## src/rtl/gbt_counter_checker_sat_counter.sv

```systemverilog
// rtl/gbt_counter_checker_sat_counter.sv - saturating event counter with priority clear
module gbt_sat_counter #(
  parameter int W = 32
) (
  input  logic         clk_ik,
  input  logic         rst_n_ir,
  input  logic         inc_i,
  input  logic         clr_i,
  output logic [W-1:0] cnt_o
);

  localparam logic [W-1:0] ONE = W'(1);

  logic [W-1:0] cnt_q;
  logic [W-1:0] cnt_d;

  always_comb begin
    cnt_d = cnt_q;
    if (clr_i) begin
      cnt_d = '0;
    end else if (inc_i && (cnt_q != '1)) begin
      cnt_d = cnt_q + ONE;
    end
  end

  always_ff @(posedge clk_ik) begin
    if (!rst_n_ir) begin
      cnt_q <= '0;
    end else begin
      cnt_q <= cnt_d;
    end
  end

  assign cnt_o = cnt_q;

endmodule

```

## config.mk

```make
export PLATFORM = sky130hd
export DESIGN_NAME = gbt_sat_counter
export DESIGN_NICKNAME = d
export VERILOG_FILES = /design/src/rtl/gbt_counter_checker_sat_counter.sv
export SDC_FILE = /design/constraint.sdc
export NUM_CORES = 1
export LEC_CHECK = 0
export ABC_AREA = 1
export CORE_MARGIN = 2
export CORE_UTILIZATION = 48
export CTS_CLUSTER_SIZE = 16
export DETAILED_ROUTE_END_ITERATION = 12
export GPL_TIMING_DRIVEN = 0
export MAX_ROUTING_LAYER = met4
export PLACE_DENSITY = 0.76
export SYNTH_ARGS = -nofsm -noshare
export SYNTH_HDL_FRONTEND = slang
export SYNTH_SLANG_ARGS = --single-unit
```

## constraint.sdc

```tcl
create_clock -name clk_ik -period 1.6 [get_ports clk_ik]
set_clock_uncertainty 0.2 [all_clocks]
set_input_delay 0.24 -clock clk_ik [delete_from_list [all_inputs] [get_ports clk_ik]]
set_output_delay 0.24 -clock clk_ik [all_outputs]
set_load 0.01 [all_outputs]
```

==> impl_metrics.env, run 1 <==
export IMPL_status="finished, violations left"
export IMPL_failed_checks="setup timing"
export IMPL_vdd_ir_drop_max_mv=0.464
export IMPL_start_util_pct=50.6
export IMPL_num_rows=23
export IMPL_antenna_found_initial=0
export IMPL_dp_cells=417
export IMPL_yosys_top_cells_area="dfxtp_1 (31%), nand2_1 (16%), nor2_1 (13%)"
export IMPL_dp_hpwl_um=4160
export IMPL_cp_endpoint="cnt_o[27]"
export IMPL_die_w_um=69.7
export IMPL_wl_per_cell_um=14.5
export IMPL_dr_pass1_iters=5
export IMPL_track_usage_pct=26.4
export IMPL_drv_slew=0
export IMPL_r2r_cells=10
export IMPL_hold_ws_ps=295
export IMPL_r2r_setup_slack_ps=-230
export IMPL_cap_violations=0
export IMPL_reg2reg_from="cnt_o[18]"
export IMPL_worstSkewPairLatency_ps=300
export IMPL_synth_top_cell_area_share_pct=31.0
export IMPL_drive_above_1_share_pct=34.0
export IMPL_syn_instance_count=332
export IMPL_die_h_um=69.7
export IMPL_design_area_um2=3030
export IMPL_finalCritPeriodShare_pct=114
export IMPL_largest_reg_flops=32
export IMPL_setup_worst_path_start_class="flip-flop"
export IMPL_placed_area_um2=2530
export IMPL_wirelength_um=6490
export IMPL_power_density_nw_per_um2=518
export IMPL_antennaDiodeCount=0
export IMPL_port_buffers=35
export IMPL_pre_cts_ws_ps=-635
export IMPL_slowest_stage="dfxtp_2"
export IMPL_synth_top_area_cell="dfxtp_1"
export IMPL_path_clk_slew_ps=60
export IMPL_hold_violations=0
export IMPL_critPathRequiredTime_ps=1610
export IMPL_post_route_util_pct=74.2
export IMPL_cp_max_fo=7
export IMPL_avgViaCountPerCell=5.34
export IMPL_grt_ovfl_total=0
export IMPL_r2r_end="cnt_o[27]"
export IMPL_grt_pass1_wl_um=10200
export IMPL_ys_ff_latch=32
export IMPL_rsz0062_at_grt="yes"
export IMPL_grt_max_degree=11
export IMPL_num_vias=2386
export IMPL_die_area_um2=4850
export IMPL_fmax_mhz=547
export IMPL_layout_nets=402
export IMPL_synth_warnings=0
export IMPL_synth_avg_cell_area_um2=6.23
export IMPL_max_slew_margin_rel_pct=77.7
export IMPL_cp_arrival_ps=1840
export IMPL_hold_class="flip-flop to flip-flop"
export IMPL_crit_top_cell="nand2_1"
export IMPL_cts_tree="yes"
export IMPL_synth_ff_type="dfxtp_1"
export IMPL_cp_end_kind="flip-flop"
export IMPL_crit_path_max_incr_delay_ps=400
export IMPL_final_antenna_net_count=0
export IMPL_synth_edff_count=0
export IMPL_clock_sinks=32
export IMPL_cts_root_buf="clkbuf_8"
export IMPL_leakage_nw=1.33
export IMPL_drt_iter0_markers=275
export IMPL_ys_seq_area_share_pct=31.0
export IMPL_ys_types=27
export IMPL_yosysMostFrequentCell="nand2_1"
export IMPL_ios=36
export IMPL_syn_to_final_growth_pct=46.6
export IMPL_synth_fp_nets=337
export IMPL_htree_levels=2
export IMPL_startpoint="cnt_o[18]"
export IMPL_async_flop_share_pct=0
export IMPL_min_period_ps=1830
export IMPL_crit_type="flip-flop to flip-flop"
export IMPL_path_cells="nand2_1, nor2_2, nand2_1, nor2_4, nand3_4, buf_12, buf_12, nand3_2, nand2_1, nor2_1"
export IMPL_tightest_slew_ps=332
export IMPL_ctsLongestPathBuffers=2
export IMPL_setup_viol=32
export IMPL_cts_buffers=5
export IMPL_synth_common_cells="nand2_1 (88), nor2_1 (72), dfxtp_1 (32), inv_1 (32), nand3_1 (27)"
export IMPL_place_gp_congestion=0.917
export IMPL_worst_slack_ps=-227
export IMPL_min_from="cnt_o[28]"
export IMPL_final_cells=447
export IMPL_syn_area_um2=2070
export IMPL_route_detailed_drc=0
export IMPL_core_um2=4090
export IMPL_grt_pass1_vias=2189
report_power, final:
part	leakage (nW)	internal [mW]	total [mW]	switching [mW]
Clock	0.0503	0.383	0.703	0.320
Combinational	1.00	0.0285	0.0695	0.0410
Sequential	0.274	0.794	0.798	0.00385
Total	1.33	1.21	1.57	0.365
final cells by class:
type                       instances  area [um2]
tap                               50        62.6
fill                             326        1050
timing repair buffer              58         561
buffer                             8        80.1
multi-input combinational        257        1420
inverter                          35         134
sequential                        32         684
clock buffer                       7        96.3
metrics by stage:
step	setup TNS (ps)	power (mW)
after CTS	-4060	1.57
after floorplan	-734	0.858
after detailed placement	-11250	0.883
final	-5310	1.57
after global routing	-7600	1.61
after global placement	-10690	0.881
worst min-delay path by stage:
stage | endpoint | slack (ps) | cells past startpoint
after floorplan | cnt_o[5] | 290 | 2
final | cnt_o[28] | 300 | 2
after CTS | cnt_o[6] | 300 | 2
after detailed placement | cnt_o[1] | 300 | 2
after global placement | cnt_o[5] | 300 | 2
after global routing | cnt_o[6] | 330 | 2
per-layer routing:
metal / wire, um / GRT usage [%]
met4: 166 / 10.0
met5: 0 / -
met1: 2920 / 35.1
met3: 479 / 5.81
met2: 2930 / 39.4
kinds of logic (layout without fill, tap and decap cells):
family / after synthesis / in the layout / share of synthesized area (%)
buf+inv: 43 / 108 / 9.49
simple gates: 227 / 227 / 51.4
compound gates: 27 / 27 / 6.71
flops: 32 / 32 / 31.0
fa+ha+maj: 1 / 1 / 0.604
xor+xnor: 2 / 2 / 0.847
layout by cell type, fill, tap and decap left out, types with 10 or more instances in the layout:
cell type	Yosys	final
dfxtp_2	0	26
buf_4	1	15
inv_1	32	30
nor2_1	72	65
a21oi_1	25	10
nand2_2	8	11
dlygate4sd2_1	0	32
nand2_1	88	82
nand3_1	27	21
a21oi_2	1	15
critical path: cells and delay by family (launching register included):
kind / cells / cell delay [ps]
buffers and inverters: 2 / 290
and+or+nand+nor: 8 / 860
DFF: 1 / 400
what timing repair did:
| item | in CTS | in global routing |
|---|---|---|
| pin swaps | 10 | 20 |
| hold buffers | 0 | 0 |
| setup endpoints to repair | 64 | 32 |
| setup buffers | 11 | 8 |
| endpoints found under the hold margin | 0 | 0 |
| gates cloned | 3 | 1 |
| resized for setup | 77 | 35 |
Note: power is estimated with default switching activity, not from simulation.
==> run 2, diff against run 1 <==
Settings changed: CORE_MARGIN 2 to default, CTS_CLUSTER_SIZE 16 to default.
==> run 2 against run 1 <==
Worst hold slack better by 5.9 ps. Power is 4.6% lower. The flow still finishes with violations (setup timing). Wire length decreased by 2.3%. Die area fell by 5.7%. Maximum frequency is 2.6% higher. Sequential share of layout area grew 1.8 points. Core utilization shrank 1.1 points. Design area is 2.1% lower. Sequential power is 2.8% lower. First-iteration DRC count down 35%.
==> impl_metrics.env, run 2 (synthesis gave the netlist of run 1 again) <==
export IMPL_finalPower_mw=1.50
export IMPL_die_h_um=67.7
export IMPL_ctsLongestPathBuffers=2
export IMPL_antennaDiodeCount=0
export IMPL_cp_arrival_ps=1760
export IMPL_hold_class="flip-flop to flip-flop"
export IMPL_dr_pass1_iters=6
export IMPL_cp_end_kind="flip-flop"
export IMPL_multiInputGateArea_um2=1440
export IMPL_crit_buf_inv=2
export IMPL_setup_viol=32
export IMPL_syn_to_final_growth_pct=43.5
export IMPL_wirelength_um=6340
export IMPL_crit_type="flip-flop to flip-flop"
export IMPL_cts_tree="yes"
export IMPL_final_cell_mix="nand2_1 (77), nor2_1 (62), dlygate4sd2_1 (31)"
export IMPL_fmax_mhz=562
export IMPL_design_area_um2=2970
export IMPL_grt_max_degree=11
export IMPL_cap_violations=0
export IMPL_slowest_stage="dfxtp_4"
export IMPL_worst_slack_ps=-180
export IMPL_grt_pass1_wl_um=9780
export IMPL_route_detailed_drc=0
export IMPL_min_period_ps=1780
export IMPL_wl_per_cell_um=14.4
export IMPL_placed_area_um2=2530
export IMPL_pwr_share_seq_pct=51.8
export IMPL_die_area_um2=4580
export IMPL_tightest_slew_ps=316
export IMPL_dp_hpwl_um=4140
export IMPL_leakage_nw=1.29
export IMPL_track_usage_pct=29.8
export IMPL_htree_levels=2
export IMPL_setup_worst_path_start_class="flip-flop"
export IMPL_crit_top_cell="nor2_4"
export IMPL_hold_depth=2
export IMPL_critPathRequiredTime_ps=1580
export IMPL_vdd_ir_drop_max_mv=0.336
export IMPL_path_clk_slew_ps=70
export IMPL_cts_buffers=5
export IMPL_whs_endpoint="cnt_o[6]"
export IMPL_clock_sinks=32
export IMPL_final_common_cell="nand2_1"
export IMPL_status="finished, violations left"
export IMPL_path_cells="nand2_2, nor2_4, inv_2, nor2_4, nand3_4, buf_12, a21oi_1, nor2_1"
export IMPL_dp_cells=417
export IMPL_crit_family="simple AND/OR/NAND/NOR gates"
export IMPL_p_sw_share_pct=23.4
export IMPL_ios=36
export IMPL_die_w_um=67.7
export IMPL_min_from="cnt_o[6]"
export IMPL_drive_above_1_share_pct=33.8
export IMPL_grt_pass1_vias=2081
export IMPL_r2r_cells=8
export IMPL_finalCritPeriodShare_pct=111
export IMPL_core_um2=4060
export IMPL_max_slew_margin_rel_pct=78.7
export IMPL_reg2reg_from="cnt_o[27]"
export IMPL_crit_path_max_incr_delay_ps=380
export IMPL_power_density_nw_per_um2=505
export IMPL_p_comb_share_pct=4.3
export IMPL_place_gp_congestion=0.909
export IMPL_final_antenna_net_count=0
export IMPL_grt_ovfl_total=0
export IMPL_largest_reg_flops=32
export IMPL_port_buffers=35
export IMPL_num_vias=2379
export IMPL_antenna_found_initial=0
export IMPL_layout_nets=395
export IMPL_rsz0062_at_grt="yes"
export IMPL_netSwitchingPower_mw=0.351
export IMPL_failed_checks="setup timing"
export IMPL_hold_ws_ps=301
export IMPL_cts_root_buf="clkbuf_8"
export IMPL_seq_area_um2=722
export IMPL_intPower_mw=1.15
export IMPL_r2r_end="cnt_o[12]"
export IMPL_postCtsHoldBufs=0
export IMPL_worstSkewPairLatency_ps=290
export IMPL_hold_violations=0
export IMPL_final_cells=441
export IMPL_drt_iter0_markers=180
export IMPL_r2r_setup_slack_ps=-180
export IMPL_drv_slew=0
export IMPL_avgViaCountPerCell=5.39
export IMPL_final_fill_count=323
export IMPL_num_rows=23
export IMPL_start_util_pct=51.0
export IMPL_cp_max_fo=10
export IMPL_clkPwrFrac_pct=43.9
run 2: cell types whose count changed in the layout (fill, tap and decap cells not counted), moves of 2 or more:
cell / previous run / this run
buf_4: 15 / 12
clkbuf_1: 0 / 2
dfxtp_1: 3 / 1
dfxtp_2: 26 / 14
dfxtp_4: 3 / 17
nand2_1: 82 / 77
nand2_2: 11 / 16
nand3_1: 21 / 26
nand3_2: 9 / 4
nor2_1: 65 / 62
nor2_4: 9 / 13
run 2: cell type report:
type / count / share of cell area, %
Multi-Input combinational cell: 258 / 48.6
Sequential cell: 32 / 24.3
Timing Repair Buffer: 50 / 14.9
Inverter: 35 / 4.51
Clock buffer: 8 / 3.03
Buffer: 8 / 2.57
Tap cell: 50 / 2.11
run 2: stage by stage:
step	setup TNS [ps]	setup WS [ps]	util, %
after floorplan	-734	-44.9	-
after global placement	-10340	-596	62.4
after detailed placement	-11080	-611	62.4
after CTS	-2720	-117	68.8
after global routing	-5780	-227	73.2
final	-4220	-180	73.2
run 2: what timing repair did:
action,4_1_cts,5_1_grt
hold endpoints to repair,0,0
gates cloned,2,0
gates resized for setup,80,52
pin swaps,9,10
setup endpoints to repair,64,33
setup buffers,11,3
run 2: worst max path at each step:
stage                          from   endpoint  slack, ps  cells past startpoint
after detailed placement      inc_i  cnt_o[23]       -610                      7
after global placement        inc_i  cnt_o[23]       -600                      7
after global routing      cnt_o[27]  cnt_o[21]       -230                      8
after CTS                 cnt_o[21]  cnt_o[21]       -120                      1
final                     cnt_o[27]  cnt_o[12]       -180                      8
after floorplan            cnt_o[1]  cnt_o[10]        -40                      9
run 2: worst reg2reg max path, cell delays in order (launching register included):
cell,delay (ps)
dfxtp_4,380
nand2_2,120
nor2_4,130
inv_2,70
nor2_4,220
nand3_4,170
buf_12,190
a21oi_1,130
nor2_1,70
run 2: layer usage:
layer,vias to the layer above,track usage (%),share of wire (%)
li1,1156,-,-
met3,14,6.08,6.8
met1,1117,39.5,45
met4,0,9.84,2.0
met2,92,44.8,46
met5,-,-,0
run 2: power by group through the flow:
stage | sequential, mW | clock, mW | combinational (mW)
2_1_floorplan | 0.820 | 0 | 0.0389
3_3_place_gp | 0.819 | 0 | 0.0615
3_5_place_dp | 0.819 | 0 | 0.0632
4_1_cts | 0.798 | 0.668 | 0.0629
5_1_grt | 0.776 | 0.713 | 0.0709
6_report | 0.776 | 0.658 | 0.0640
==> run 3, diff against run 2 <==
Settings changed: PLACE_DENSITY 0.76 to 0.86, SETUP_SLACK_MARGIN from default to 0.3.
==> run 3 against run 2 <==
The run still ends with setup timing left. Sequential share of layout area down 2.3 points. Clock power down 2%. Critical path depth up 1. Combinational power up 30%. Global-route usage up 7.0 points. Core utilization up 9.4 points. Non-clock buffer count up 36. Critical path type unchanged.
==> impl_metrics.env, run 3 (synthesis gave the netlist of run 1 again) <==
export IMPL_tightest_slew_ps=543
export IMPL_hold_depth=2
export IMPL_min_from="cnt_o[30]"
export IMPL_final_common_cell="nand2_1"
export IMPL_path_clk_slew_ps=80
export IMPL_worst_slack_ps=-647
export IMPL_cap_violations=0
export IMPL_layout_nets=430
export IMPL_grt_ovfl_total=0
export IMPL_htree_levels=2
export IMPL_drv_slew=0
export IMPL_avgViaCountPerCell=6.06
export IMPL_dp_hpwl_um=4220
export IMPL_cp_arrival_ps=2240
export IMPL_leakage_nw=1.40
export IMPL_max_slew_margin_rel_pct=63.8
export IMPL_reg2reg_from="cnt_o[7]"
export IMPL_final_cell_mix="nand2_1 (78), nor2_1 (59), buf_6 (46)"
export IMPL_cts_root_buf="clkbuf_8"
export IMPL_place_gp_congestion=0.930
export IMPL_antennaDiodeCount=0
export IMPL_critPathRequiredTime_ps=1590
export IMPL_fmax_mhz=445
export IMPL_hold_violations=0
export IMPL_finalPower_mw=1.50
export IMPL_final_fill_count=216
export IMPL_drt_iter0_markers=479
export IMPL_setup_viol=32
export IMPL_ios=36
export IMPL_whs_endpoint="cnt_o[30]"
export IMPL_die_h_um=67.7
export IMPL_multiInputGateArea_um2=1480
export IMPL_final_antenna_net_count=0
export IMPL_seq_area_um2=737
export IMPL_r2r_setup_slack_ps=-650
export IMPL_cp_max_fo=7
export IMPL_r2r_end="cnt_o[7]"
export IMPL_die_w_um=67.7
export IMPL_postCtsHoldBufs=0
export IMPL_wirelength_um=9030
export IMPL_power_density_nw_per_um2=446
export IMPL_vdd_ir_drop_max_mv=0.389
export IMPL_wl_per_cell_um=19.0
export IMPL_start_util_pct=51.0
export IMPL_grt_pass1_wl_um=11900
export IMPL_min_period_ps=2250
export IMPL_startpoint="cnt_o[7]"
export IMPL_largest_reg_flops=32
export IMPL_ctsLongestPathBuffers=2
export IMPL_finalCritPeriodShare_pct=140
export IMPL_finalSetupTns_ps=-10730
export IMPL_port_buffers=35
export IMPL_route_detailed_drc=0
export IMPL_core_um2=4060
export IMPL_num_vias=2883
export IMPL_grt_max_degree=11
export IMPL_rsz0062_at_grt="yes"
export IMPL_clock_sinks=32
export IMPL_crit_type="flip-flop to flip-flop"
export IMPL_antenna_found_initial=0
export IMPL_drive_above_1_share_pct=49.5
export IMPL_r2r_cells=9
export IMPL_syn_to_final_growth_pct=61.8
export IMPL_hold_class="flip-flop to flip-flop"
export IMPL_cts_buffers=5
export IMPL_cp_end_kind="flip-flop"
export IMPL_dr_pass1_iters=5
export IMPL_track_usage_pct=36.9
export IMPL_failed_checks="setup timing"
export IMPL_grt_pass1_vias=2568
export IMPL_setup_worst_path_start_class="flip-flop"
export IMPL_status="finished, violations left"
export IMPL_cts_tree="yes"
export IMPL_num_rows=23
export IMPL_worstSkewPairLatency_ps=310
export IMPL_die_area_um2=4580
==> run 3: cell count changes in the layout (fill, tap and decap cells not counted), moves of 9 or more <==
cell           delta
buf_2            +11
buf_4            +17
buf_6            +39
dlygate4sd2_1    -31
nand3_1           -9
nand3_2           +9
==> run 3: worst max path at each step <==
stage	depth (start not counted)	to	slack, ps
2_1_floorplan	9	cnt_o[10]	-40
4_1_cts	9	cnt_o[23]	-120
6_report	9	cnt_o[7]	-650
3_3_place_gp	7	cnt_o[23]	-580
3_5_place_dp	7	cnt_o[23]	-630
5_1_grt	9	cnt_o[7]	-740
==> run 3: through the flow <==
| stage | hold slack (ps) | cells | cell area, um2 | setup slack, ps | utilization [%] |
|---|---|---|---|---|---|
| finish | 319 | 476 | 3350 | -647 | 82.5 |
| CTS | 302 | 467 | 3160 | -116 | 77.8 |
| floorplan | 290 | 332 | 2120 | -44.9 | - |
| global placement | 291 | 417 | 2530 | -583 | 62.4 |
| detailed placement | 310 | 417 | 2530 | -631 | 62.4 |
| global route | 326 | 476 | 3350 | -736 | 82.5 |
==> run 3: layout make-up <==
cell class | count | share of cell area [%]
Clock inverter | 1 | 0.112
Multi-Input combinational cell | 257 | 44.2
Buffer | 8 | 2.17
Clock buffer | 7 | 2.28
Timing Repair Buffer | 86 | 23.3
Inverter | 35 | 4.00
Tap cell | 50 | 1.87
Sequential cell | 32 | 22.0
==> run 3: layer usage <==
layer  vias to the layer above  part of all wire (%)  GRT usage, %
met2                       256                    44          56.6
met3                        95                    12          9.46
met1                      1298                    36          42.1
met4                         0                   7.8          23.9
li1                       1234                     -             -
met5                         -                     0             -
==> run 3: report_power, final <==
group / internal (mW) / switching, mW / leakage [nW]
clock network: 0.303 / 0.343 / 0.0399
registers: 0.761 / 0.00459 / 0.281
logic: 0.0339 / 0.0493 / 1.08
total: 1.10 / 0.397 / 1.40
==> run 3: worst max-delay path, stage by stage (launching register included) <==
cell,delay [ps]
dfxtp_2,370
nand2_1,210
nor2_4,250
nand2_2,140
nor2_4,170
nand3_4,180
buf_6,200
nand3b_1,80
nand2_1,70
nor2_1,260
==> run 3: timing repair <==
item / 4_1_cts / 5_1_grt
resized for setup: 241 / 42
setup endpoints to repair: 64 / 52
cloned: 2 / 0
pin swaps: 13 / 20
buffers inserted: 40 / 9
